File: src/rtl/dsp_result_drain_pkg.sv
// Shared DSP48A1 datapath constants and small helpers for the result drain.
package dsp_result_drain_pkg;

    localparam int unsigned P_WIDTH     = 48;
    localparam int unsigned MAX_LATENCY = 8;
    localparam int unsigned FIFO_DEPTH  = 2;

    typedef logic [1:0] fifo_cnt_t;

    function automatic logic fifo_full(input fifo_cnt_t cnt);
        return cnt == fifo_cnt_t'(FIFO_DEPTH);
    endfunction

endpackage

File: src/rtl/dsp_result_drain_res_fifo2.sv
// Two-entry in-order result buffer; pointers wrap modulo 2.
module res_fifo2
    import dsp_result_drain_pkg::*;
#(
    parameter int unsigned W = P_WIDTH + 1
) (
    input  logic         clk_i,
    input  logic         rst_ni,
    input  logic         push_i,
    input  logic         pop_i,
    input  logic [W-1:0] wdata_i,
    output logic [W-1:0] rdata_o,
    output fifo_cnt_t    count_o
);

    logic [W-1:0] mem_q [FIFO_DEPTH];
    logic         wr_ptr_q;
    logic         rd_ptr_q;
    fifo_cnt_t    cnt_q;
    fifo_cnt_t    cnt_d;

    always_comb begin
        cnt_d = cnt_q;
        case ({push_i, pop_i})
            2'b10:   cnt_d = cnt_q + 2'd1;
            2'b01:   cnt_d = cnt_q - 2'd1;
            default: cnt_d = cnt_q;
        endcase
    end

    always_ff @(posedge clk_i) begin
        if (!rst_ni) begin
            for (int unsigned i = 0; i < FIFO_DEPTH; i++) begin
                mem_q[i] <= '0;
            end
            wr_ptr_q <= 1'b0;
            rd_ptr_q <= 1'b0;
            cnt_q    <= '0;
        end else begin
            if (push_i) begin
                mem_q[wr_ptr_q] <= wdata_i;
                wr_ptr_q        <= ~wr_ptr_q;
            end
            if (pop_i) begin
                rd_ptr_q <= ~rd_ptr_q;
            end
            cnt_q <= cnt_d;
        end
    end

    assign rdata_o = mem_q[rd_ptr_q];
    assign count_o = cnt_q;

endmodule

File: src/rtl/dsp_result_drain.sv
// DSP48A1 consumer-side drain: tracks samples in flight, drives the shared
// clock-enable and hands P/CARRYOUT results downstream over valid/ready.
module dsp_result_drain
    import dsp_result_drain_pkg::*;
#(
    parameter int unsigned WIDTH   = P_WIDTH,
    parameter int unsigned LATENCY = 4
) (
    input  logic             clk,
    input  logic             rst,
    input  logic             in_valid,
    output logic             in_ready,
    output logic             ce,
    input  logic [WIDTH-1:0] p_in,
    input  logic             carry_in,
    output logic             out_valid,
    input  logic             out_ready,
    output logic [WIDTH-1:0] out_data,
    output logic             out_carry,
    output logic             busy
);

    if (LATENCY < 1 || LATENCY > MAX_LATENCY) begin : g_bad_latency
        $error("dsp_result_drain: LATENCY out of range 1..MAX_LATENCY");
    end

    logic [LATENCY-1:0] vld_q;
    logic [LATENCY-1:0] vld_d;
    logic               vld_last;
    logic               push;
    logic               pop;
    fifo_cnt_t          fifo_cnt;
    logic [WIDTH:0]     head;

    assign vld_last = vld_q[LATENCY-1];

    // ce uses only registered state plus reset, so out_ready never reaches it
    // combinationally; the second FIFO slot absorbs the result that is already
    // at p_in when the stall begins.
    assign ce       = rst && (!fifo_full(fifo_cnt) || !vld_last);
    assign in_ready = ce;
    assign push     = ce && vld_last;
    assign pop      = out_valid && out_ready;

    always_comb begin
        vld_d = vld_q;
        if (ce) begin
            vld_d[0] = in_valid;
            for (int unsigned i = 1; i < LATENCY; i++) begin
                vld_d[i] = vld_q[i-1];
            end
        end
    end

    always_ff @(posedge clk) begin
        if (!rst) begin
            vld_q <= '0;
        end else begin
            vld_q <= vld_d;
        end
    end

    res_fifo2 #(
        .W(WIDTH + 1)
    ) u_fifo (
        .clk_i   (clk),
        .rst_ni  (rst),
        .push_i  (push),
        .pop_i   (pop),
        .wdata_i ({carry_in, p_in}),
        .rdata_o (head),
        .count_o (fifo_cnt)
    );

    assign {out_carry, out_data} = head;
    assign out_valid             = (fifo_cnt != '0);
    assign busy                  = (|vld_q) || out_valid;

endmodule
File: config.mk
export PLATFORM = sky130hd
export DESIGN_NAME = dsp_result_drain
export DESIGN_NICKNAME = d
export VERILOG_FILES = /design/src/rtl/dsp_result_drain_pkg.sv /design/src/rtl/dsp_result_drain_res_fifo2.sv /design/src/rtl/dsp_result_drain.sv
export SDC_FILE = /design/constraint.sdc
export NUM_CORES = 1
export LEC_CHECK = 0
export ABC_AREA = 1
export BUFFER_PORTS_ARGS = -buffer_cell sky130_fd_sc_hd__buf_2
export CORE_MARGIN = 2
export CORE_UTILIZATION = 25
export DETAILED_ROUTE_END_ITERATION = 7
export PLACE_DENSITY = 0.49
export SYNTH_ARGS = -nofsm -noshare
export SYNTH_HDL_FRONTEND = slang
export SYNTH_HIERARCHICAL = 1
export SYNTH_SLANG_ARGS = --single-unit
File: constraint.sdc
create_clock -name clk -period 2.6 [get_ports clk]
set_clock_uncertainty 0.1 [all_clocks]
set_input_delay 0.52 -clock clk [delete_from_list [all_inputs] [get_ports clk]]
set_output_delay 0.52 -clock clk [all_outputs]
set_load 0.05 [all_outputs]
==> results.cfg <==
[synth]
synth_seq_cells = 107
avgSynthCellArea_um2 = 12.31
synth_xor_area_share_pct = 0
ys_seq_area_share_pct = 67.31
synth_area_leaders = edfxtp_1 63%, mux2_2 9.5%, nor2_1 9.3%
synth_fa_ha_area_share_pct = 0.2697
synth_compound_area_share_pct = 0.4585
yosysTopAreaCell = edfxtp_1
synthSimpleGateAreaFrac_pct = 11.57
synth_top_family_by_area = multiplexers
synth_mux_area_share_pct = 12.70
syn_nets = 431
ys_types = 19
yosysTopAreaCellShare_pct = 63.43
yosys_warnings = 6
synthCells = 377
synth_area_um2 = 4639

[global_route]
grt_remaining_overflow = 0
grt_pass1_vias = 3054
grt.total_usage_pct = 10.20
grt_pass1_wl_mm = 15.38
antenna_found_initial = 0
grt_start_max_net_pins = 50

[worst_setup_path]
r2r-end = u_fifo/mem_q[0][20]
cp_max_fo = 30
timing.rr.start = u_fifo/count_o[0]
reg2reg_slack_ns = 0.75
cp_slowest_cell = buf_4
cp_cell_sequence = buf_4 > mux2_2 > buf_2
cp-end-kind = primary output
critPathMaxStageDelay_ns = 0.41
critPathKind = flop to primary output
crit_required_ns = 1.98
crit_arrival_ns = 1.75
crit_path_start_kind = flop
reg2reg_depth = 9

[cts]
numCtsBuffers = 9
cts_tree = yes
cts-root-buf = clkbuf_16
cts_setup_buffers = 0
clkSinkCount = 107
cts-resized-gates = 0
ctsLongestPathBuffers = 2
hold_buffers = 0
clock_latency_ns = 0.35
cts-htree-levels = 3
clk_pin_slew_ns = 0.07

[power]
leakagePower_nw = 2.586
power_w = 0.003635
peakVddDrop_mv = 0.2855
powerDensity_nw_per_um2 = 638.9

[sta]
period_share_pct = 91.13
layout_min_cycle_time_ns = 2.369
rsz0062_at_grt = false
hold_viol = 0
slew_viol_final = 0
slew_headroom_pct = 59.66
setup_violations = 0
fmax_mhz = 422.0
fin_setup_tns_ns = 0
worst_slew_pin_slew_ns = 0.6050

[layout]
fin_nets = 540
syn2layout_area_growth_pct = 22.63
n_antenna_cell = 0
drive_gt1_share_pct = 37.42

[routing]
route.detailed.drc = 0
ant_nets = 0
via_count = 2931
drt_iter0_markers = 159
wirelength_mm = 9.754
wl_per_cell_um = 13.58
vias_per_cell = 4.082
dr.pass1.iters = 4

[placed_design]
gp_congestion = 0.6931
post-dp-hpwl_mm = 6.312
port_buffers = 105

[die]
dieHeight_um = 140.2
core_area_um2 = 18090
die-area_um2 = 19660
die_w_um = 140.2
rows = 49
io_pins = 106
start_util_pct = 25.65

[worst_hold_path]
min_from = vld_q[2]
hold_depth = 2
whs_endpoint = vld_q[3]
hold_path_class = flop to flop

[flow_run]
drv_cap = 0

[run_status]
status = completed
## kinds of logic (layout without fill, tap and decap cells)
kind of cell	count (synthesis)	count (layout)
AO/OA/AOI/OAI	4	4
adder cells (fa/ha/maj)	1	1
buffers and inverters	79	191
flip-flops	107	107
multiplexers	49	49
AND/OR/NAND/NOR	137	137
## worst max path at each step
stage | start | to | slack [ns] | cells after the start
after floorplan | u_fifo/count_o[0] | u_fifo/mem_q[1][0] | 0.04 | 7
after global placement | rst | u_fifo/mem_q[0][15] | 0.56 | 8
after detailed placement | rst | u_fifo/mem_q[0][13] | 0.54 | 8
after CTS | flop | out_data[9] | 0.18 | 3
after global routing | flop | out_data[9] | 0.13 | 3
final | flop | out_data[0] | 0.23 | 3
## metrics by stage
stage / hold slack (ns) / util, % / instances / area, µm² / setup WS, ns
4_1_cts: 0.3583 / 31.46 / 718 / 5689 / 0.1759
5_1_grt: 0.3687 / 31.46 / 718 / 5689 / 0.1279
6_report: 0.3690 / 31.46 / 718 / 5689 / 0.2306
3_3_place_gp: 0.3551 / 29.95 / 704 / 5416 / 0.5555
3_5_place_dp: 0.3526 / 29.95 / 704 / 5416 / 0.5355
2_1_floorplan: 0.3400 / - / 377 / 4642 / 0.03901
## placed cells by master, fill, tap and decap left out, types with 2 or more instances in the layout
cell,n
clkbuf_16,9
mux2_2,39
inv_1,61
buf_4,10
clkinv_2,2
nand4_1,2
buf_2,105
edfxtp_1,98
nand3_1,2
mux2_4,10
nand2_1,13
a21oi_1,2
nor2_1,115
dfxtp_1,8
nand2_2,3
## critical path: cells and delay by family, from the launching register on
kind | cells | cell delay, ns
buf+inv | 2 | 0.63
flops | 1 | 0.33
mux | 1 | 0.41
## synth_stat cells
cell / count
nor2_1: 115
edfxtp_1: 98
inv_1: 61
mux2_2: 39
nand2_1: 16
mux2_4: 10
buf_4: 9
dfxtp_1: 9
buf_2: 6
nand3_1: 3
a21oi_1: 2
nand4_1: 2
a31oi_1: 1
buf_6: 1
buf_8: 1
ha_1: 1
inv_2: 1
nand3_4: 1
o21ai_0: 1
## power breakdown
part | internal (W) | total (W) | switching, W
clock network | 0.000730 | 0.00131 | 0.000575
registers | 0.00193 | 0.00194 | 0.0000155
logic | 0.000112 | 0.000385 | 0.000273
## cell type report
class	instances	area, µm²
Clock inverter	4	43.79
Timing Repair Buffer	115	600.6
Sequential cell	107	3124
Clock buffer	10	229.0
Fill cell	1847	12400
Inverter	62	232.7
Multi-Input combinational cell	191	1172
Tap cell	229	286.5
## per-layer routing
layer / GRT usage (%) / vias up / wire (µm)
li1: - / 1443 / -
met1: 11.76 / 1406 / 4140
met2: 17.72 / 70 / 4954
met3: 2.667 / 12 / 473
met4: 4.785 / 0 / 185
met5: 0 / - / 0
## flip-flops by register name, indices dropped and copies added (netlist names), named ones only
signal,cells
u_fifo/count_o,2
u_fifo/mem_q,98
u_fifo/rd_ptr_q,1
u_fifo/wr_ptr_q,1
vld_q,4
No activity file was read; power rests on OpenSTA's default activity.
